[config.mk]
export PLATFORM = sky130hd
export DESIGN_NAME = filt2d_img_loader
export DESIGN_NICKNAME = d
export VERILOG_FILES = /design/src/rtl/filt2d_img_loader.sv
export SDC_FILE = /design/constraint.sdc
export NUM_CORES = 1
export LEC_CHECK = 0
export ABC_CLOCK_PERIOD_IN_PS = 5900
export BUFFER_PORTS_ARGS = -buffer_cell sky130_fd_sc_hd__buf_2
export CAP_MARGIN = 0
export CORE_ASPECT_RATIO = 0.8
export CORE_UTILIZATION = 57
export DETAILED_ROUTE_END_ITERATION = 8
export PLACE_DENSITY = 0.85
export SLEW_MARGIN = 10
export SYNTH_ARGS = -nofsm -noshare
export SYNTH_HDL_FRONTEND = slang
export SYNTH_SLANG_ARGS = --single-unit
[constraint.sdc]
create_clock -name clk -period 5.9 [get_ports clk]
set_clock_uncertainty 0.15 [all_clocks]
set_input_delay 0.59 -clock clk [delete_from_list [all_inputs] [get_ports clk]]
set_output_delay 0.59 -clock clk [all_outputs]
set_load 0.01 [all_outputs]
[src/rtl/filt2d_img_loader.sv]
// filt2d_img_loader: upstream stage of the 2D filter. Takes one raster frame over a
// valid/ready stream, writes it into the shared image buffer starting at BASE, then
// pulses filt_start and waits for filt_finish before accepting the next frame.
// Optional build macro: FILT2D_LOADER_CKSUM_EN enables the frame pixel checksum on cksum.
module filt2d_img_loader #(
    parameter int WD    = 8,
    parameter int IMG_W = 256,
    parameter int IMG_H = 256,
    parameter int AW    = 17,
    parameter int BASE  = 0
) (
    input  logic          clk,
    input  logic          reset,
    input  logic          s_valid,
    output logic          s_ready,
    input  logic [WD-1:0] s_data,
    input  logic          s_sof,
    output logic          cs,
    output logic          we,
    output logic [AW-1:0] addr,
    output logic [WD-1:0] din,
    output logic          filt_start,
    input  logic          filt_finish,
    output logic          busy,
    output logic          done,
    output logic          sof_err,
    output logic [15:0]   drop_cnt,
    output logic [15:0]   cksum
);
    localparam longint NPIX = longint'(IMG_W) * longint'(IMG_H);
    localparam int IW = (NPIX > 1) ? $clog2(NPIX) : 1;
    localparam logic [IW-1:0] LAST_IDX = IW'(NPIX - 1);
    localparam logic [AW-1:0] BASE_A   = AW'(BASE);

    if (longint'(BASE) + NPIX > (longint'(1) << AW)) begin : g_bad_params
        $error("filt2d_img_loader: BASE + IMG_W*IMG_H does not fit in 2^AW buffer words");
    end

    typedef enum logic [2:0] {IDLE, LOAD, FLUSH, KICK, WAIT} state_t;

    state_t        state;
    state_t        state_nxt;
    logic          take;
    logic          accept;
    logic          start_c;
    logic [IW-1:0] idx;
    logic          wr_vld_p1;
    logic [AW-1:0] addr_p1;
    logic [WD-1:0] din_p1;
    logic          done_p1;

    // State register.
    always_ff @(posedge clk or posedge reset) begin
        if (reset) state <= IDLE;
        else       state <= state_nxt;
    end

    // Next-state and handshake decode.
    always_comb begin
        state_nxt = state;
        take      = 1'b0;
        start_c   = 1'b0;
        case (state)
            IDLE: begin
                take = 1'b1;
                // A one-pixel frame is already complete; drain it through FLUSH so
                // the start pulse never coincides with the loader's own write.
                if (s_valid && s_sof) state_nxt = (NPIX == 1) ? FLUSH : LOAD;
            end
            LOAD: begin
                take = 1'b1;
                if (s_valid && !s_sof && idx == LAST_IDX) state_nxt = FLUSH;
            end
            FLUSH: state_nxt = KICK;
            KICK: begin
                start_c   = 1'b1;
                state_nxt = WAIT;
            end
            WAIT: if (filt_finish) state_nxt = IDLE;
            default: state_nxt = IDLE;
        endcase
        accept = s_valid & take;
    end

    // Pixel index, registered buffer write, drop counter, error flag and done pulse.
    always_ff @(posedge clk or posedge reset) begin
        if (reset) begin
            idx       <= '0;
            wr_vld_p1 <= 1'b0;
            addr_p1   <= '0;
            din_p1    <= '0;
            drop_cnt  <= '0;
            sof_err   <= 1'b0;
            done_p1   <= 1'b0;
        end else begin
            wr_vld_p1 <= 1'b0;
            done_p1   <= (state == WAIT) && filt_finish;
            if (accept) begin
                if (state == IDLE && !s_sof) begin
                    if (drop_cnt != 16'hFFFF) drop_cnt <= drop_cnt + 16'd1;
                end else begin
                    wr_vld_p1 <= 1'b1;
                    din_p1    <= s_data;
                    if (s_sof) begin
                        addr_p1 <= BASE_A;
                        idx     <= (NPIX > 1) ? IW'(1) : '0;
                        if (state == LOAD) sof_err <= 1'b1;
                    end else begin
                        addr_p1 <= BASE_A + AW'(idx);
                        idx     <= (idx == LAST_IDX) ? '0 : idx + IW'(1);
                    end
                end
            end
        end
    end

`ifdef FILT2D_LOADER_CKSUM_EN
    logic [15:0] sum_p1;

    // Running frame sum: restarts on every accepted SOF beat, frozen once the frame is in.
    always_ff @(posedge clk or posedge reset) begin
        if (reset)                        sum_p1 <= '0;
        else if (accept && s_sof)         sum_p1 <= 16'(s_data);
        else if (accept && state == LOAD) sum_p1 <= sum_p1 + 16'(s_data);
    end

    assign cksum = sum_p1;
`else
    assign cksum = '0;
`endif

    // s_ready is held low while reset is asserted so every output reads 0 in reset.
    assign s_ready    = take & ~reset;
    assign cs         = wr_vld_p1;
    assign we         = wr_vld_p1;
    assign addr       = addr_p1;
    assign din        = din_p1;
    assign filt_start = start_c;
    assign done       = done_p1;
    assign busy       = (state == LOAD) || (state == FLUSH) || wr_vld_p1;

endmodule
==> Word level (Yosys, flattened, before mapping) <==
Index checks and enable logic that the tools add are counted.
Widths: inputs -> output; s select.
{ "totals": {"inputBits": 13, "ff_bits": 63, "elab_cells": 48, "out_inout_bits": 64} }
{ "classes": {"mux": 11, "reduce_logical": 14, "n_eq_ne": 9, "add_sub_neg": 2, "bitwise": 4} }
{ "op_table": {"columns": ["operator", "count"], "rows": [
  ["$mux 16", 3],
  ["$add 16x1->16 const B", 2],
  ["$eq 16x16->1 const B", 1],
  ["$ne 16x16->1 const B", 1],
  ["$pmux 3 s5", 1],
  ["$mux 3", 3],
  ["$eq 3x2->1 const B", 2],
  ["$ne 2x2->1 const B", 3],
  ["$reduce_and 3->1", 2],
  ["$logic_and 1x1->1", 5],
  ["$mux 1", 4],
  ["$reduce_and 4->1", 1],
  ["$eq 3x1->1 const B", 1],
  ["$eq 3x3->1 const B", 1],
  ["$logic_not 3->1", 1],
  ["$and 1x1->1", 2],
  ["$logic_or 1x1->1", 2],
  ["$not 1->1", 2],
  ["$reduce_and 2->1", 1],
  ["$reduce_or 2->1", 1],
  ["$logic_not 1->1", 1]
]} }

==> Logic depth before layout (Yosys ltp) <==
{ "depth": {"depth_word": 5, "ltp_mapped": 8, "depth_no_buf": 5} }

==> Least setup slack after synthesis <==
No wires, ideal clock.
{ "synth_path": {"path_kind": "in2reg", "start": "in s_valid", "end": "reg idx[13]", "setup_time_ns": 0.088, "t_arrival_ns": 2.152, "path_slack_ns": 3.511, "t_required_ns": 5.662, "path_stages": 5, "cell_sequence": "or3b_4 or4_4 buf_6 or4_1 a22oi_1"} }
{ "synth_via": {"elab_chain_len": 2} }
{ "synth_rtl": {"columns": ["element", "line_no", "rtl"], "rows": [
  ["start, declared", "14", "input logic s_valid,"],
  ["$and 1x1->1", "82", "accept = s_valid & take;"],
  ["$reduce_and 2->1 (no line)", null, null],
  ["end signal, assigned", "106", "idx <= (NPIX > 1) ? IW'(1) : '0;"],
  ["end signal, assigned", "110", "idx <= (idx == LAST_IDX) ? '0 : idx + IW'(1);"],
  ["end, declared", "46", "logic [IW-1:0] idx;"]
]} }
No other way between the ends.
A chain may end at the register's enable or synchronous reset.

==> Worst setup path in the final report <==
{ "layout_path": {"start": "reg state[1]", "end": "reg idx[13]"} }
{ "layout_via": {"elab_chain_len": 5, "elab_cells_between_ends": 8, "cone_classes": "eq/ne: 1; mux: 1; bitwise: 2; reduce/logical: 4"} }
{ "layout_rtl": {"columns": ["element", "line_no", "rtl"], "rows": [
  ["start, declared", "41", "state_t state;"],
  ["start signal, assigned", "55", "else state <= state_nxt;"],
  ["$eq 3x1->1 or $logic_not 3->1 (tied branches)", "63, 99", null],
  ["$reduce_or 2->1 (no line)", null, null],
  ["$mux 1", "63", "case (state)"],
  ["$and 1x1->1", "82", null],
  ["$reduce_and 2->1 (no line) *", null, null]
]} }
Every way passes the cells marked *; elsewhere a longest branch is shown, timed or not.

==> impl_results.md <==
* Cells after synthesis at 329
* RSZ-0062 raised after global routing: no
* Final setup viols at 0
* Synth top area cells: dfrtp_1, nand2_1, buf_4, nand3_1, xor2_1
* Max stage delay on crit path at 0.63 ns
* Fillers at 427
* Layout cells sized above 1 at 22.1%
* DRT Wirelength at 6.70 mm
* VDD IR max at 0.000173 V
* Synthesized area per cell at 9.29 um2
* Critical Path Source Type: flop
* Via count at 2601
* Area share of the largest cell type after synthesis at 50.8%
* Number of diodes at 0
* CTS Buf Count at 9
* Crit-path max FO at 38
* Critical path cell sequence: nor3b_1 > nand2_1 > buf_4 > inv_1 > a22oi_1
* Fin crit period at 2.58 ns
* CTS tree: yes
* Layout area overhead at 14.8%
* Drt pass-1 iters at 7
* First-pass GRT wire length at 11.2 mm
* Synthesis Warnings at 0
* Final instance area at 0.00351 mm2
* Most numerous cell in the Yosys netlist: nand2_1
* Register area share after synthesis at 50.8%
* Slew Limit Fails at 0
* GRT overflow at 0
* Placer Congestion at 0.817
* Post-synth cell types at 49
* Root Driver: clkbuf_8
* Failing checks: DRC
* Core area at 0.00509 mm2
* CP max stage cell: inv_1
* Final count of hold timing violations at 0
* Critical path's top delay family: buffers and inverters
* Largest area contributor in the netlist: dfrtp_1
* PD cells at 273 mW/mm2
* Pin count of the biggest net entering global routing at 55
* Arrival time at the worst endpoint at 2.60 ns
* Clock-pin slew of the registers on the worst-case setup and hold paths at 0.07 ns
* Flop2flop setup slack at 3.32 ns
* Vias in the first global route at 2388
* Area of the multi-input gates at 0.00133 mm2
* # IOs at 77
* Total track usage at 25.8%
* Top FF cell, synth: dfrtp_1
* Hold Path Class: in2reg
* Via density at 5.75
* Post-synth top cells: nand2_1, dfrtp_1, nand3_1
* Worst slew pin tran at 0.801 ns
* Async SR Flop Fraction at 100%
* Cell Area, Placed at 0.00330 mm2
* Initial antenna violation count at 0
* Logic pwr share at 10.5%
* Die height at 67.5 um
* Fin Setup TNS at 0 ns
* Pwr Total at 0.959 mW
* Nets@finish at 400
* Mapped Area at 0.00306 mm2
* Cell Rows at 23
* Initial Util at 60.0%
* Relative slew margins at 46.5%
* Wire per inst at 14.8 um
* Bufs on Longest Clock Path at 2
* Pleak at 1.80 nW
* Crit end category: flop
* Synthesis-stage register bit count at 62
* P_int at 0.706 mW
* Clk sinks at 62
* Register area at 0.00155 mm2
* CP Class: reg2reg
* Outcome: complete, but fails checks
* # DRC at 6
* Clk_lat worst skew at 0.34 ns
* CTS HTree Levels at 3
* Fmax at 388 MHz
* Die width at 83.9 um
* Critical Path RT at 5.92 ns
* DP Wirelength at 4.53 mm
* Clock power frac at 39.5%
* Die area at 0.00566 mm2
* Tcrit/Tclk final at 43.7%
* IO buf count at 59
* Switch Pwr at 0.253 mW
* Sequential share of power at 50.0%
* Post-DRT Antenna Nets at 0
* EDFF count, synth at 0
* Worst Path Buf+Inv at 2
* Switching share of power at 26.4%
* Drt first-iter violations at 177
* Total of max-cap violations at 0
==> layout make-up <==
cell class                 count  area share, %
multi-input combinational    244           38.0
tap                           62           2.21
timing repair buffer          63           9.34
clock buffer                  12           4.42
sequential                    62           44.2
inverter                       5          0.535
clock inverter                 4           1.28
==> layer usage <==
layer / GRT usage [%] / up-vias / wire length [um]
met5: 0 / - / 0
met3: 8.19 / 13 / 474
met1: 34.7 / 1242 / 3020
met4: 10.6 / 0 / 74
li1: - / 1226 / -
met2: 39.3 / 120 / 3130
==> sequential cells by signal (all words and copies together), names as in the netlist <==
name	count
sof_err	1
cs	1
drop_cnt	16
addr	16
idx	16
din	8
state	3
done	1
==> kinds of logic (layout without fill, tap and decap cells) <==
family          after synthesis  in the layout  synth area share, %
compound gates               46             46                 9.50
xor+xnor                     15             15                 4.30
fa+ha+maj                     2              2                0.819
buf+inv                      39             84                 7.61
flops                        62             62                 50.8
mux                           3              3                 1.06
other cells                   1             17                0.123
simple gates                161            161                 25.8
==> stage by stage <==
stage	worst slack [ns]	std cells	hold WS (ns)	util [%]
floorplan	3.51	345	0.337	-
global placement	3.27	435	0.301	64.8
detailed placement	3.17	435	0.306	64.8
CTS	3.36	452	0.269	68.9
global route	3.04	452	0.258	68.9
finish	3.32	452	0.281	68.9
==> power groups by stage <==
stage	clock [mW]	sequential, mW	combinational, mW
global route	0.404	0.483	0.114
detailed placement	0	0.487	0.101
CTS	0.383	0.479	0.102
global placement	0	0.486	0.0966
floorplan	0	0.491	0.0631
finish	0.379	0.480	0.100
==> layout by cell type (no fill, tap or decap), drive strengths merged, types with 2 or more instances in the layout <==
| cell type | n |
|---|---|
| nor3 | 7 |
| inv | 4 |
| and2 | 2 |
| conb | 17 |
| or2 | 2 |
| nor3b | 2 |
| nand2 | 76 |
| or4 | 6 |
| buf | 62 |
| or3 | 3 |
| a21oi | 8 |
| and4 | 4 |
| clkbuf | 12 |
| dfrtp | 62 |
| a22oi | 5 |
| nor4 | 7 |
| o31ai | 5 |
| a31oi | 2 |
| o21ai | 15 |
| clkinv | 4 |
| nor2 | 9 |
| nand4 | 7 |
| a211oi | 2 |
| nand3 | 25 |
| xor2 | 11 |
| mux2 | 2 |
| ha | 2 |
| and3 | 3 |
| nand2b | 4 |
| xnor2 | 4 |
==> path summary, 6_finish.rpt <==
kind,to,from,depth (start not counted)
max in group asynchronous,idx[15],reset,4
max reg2reg,idx[13],state[1],5
min,state[2],filt_finish,2
min reg2reg,addr[1],addr[1],2
max,idx[13],state[1],5
min in group asynchronous,drop_cnt[9],reset,3
==> worst reg2reg max path, delay by kind of cell, from the launching register on <==
kind / cells / cell delay, ns
flip-flops: 1 / 0.50
AO/OA/AOI/OAI: 1 / 0.22
AND/OR/NAND/NOR: 2 / 0.63
buffers and inverters: 2 / 0.90
==> repair_timing <==
item / CTS / global route
gates resized for setup: 0 / 0
hold buffers: 1 / 0
endpoints found under the hold margin: 8 / 0
buffers inserted: 0 / 0
Power figures use the tool's default switching activity.
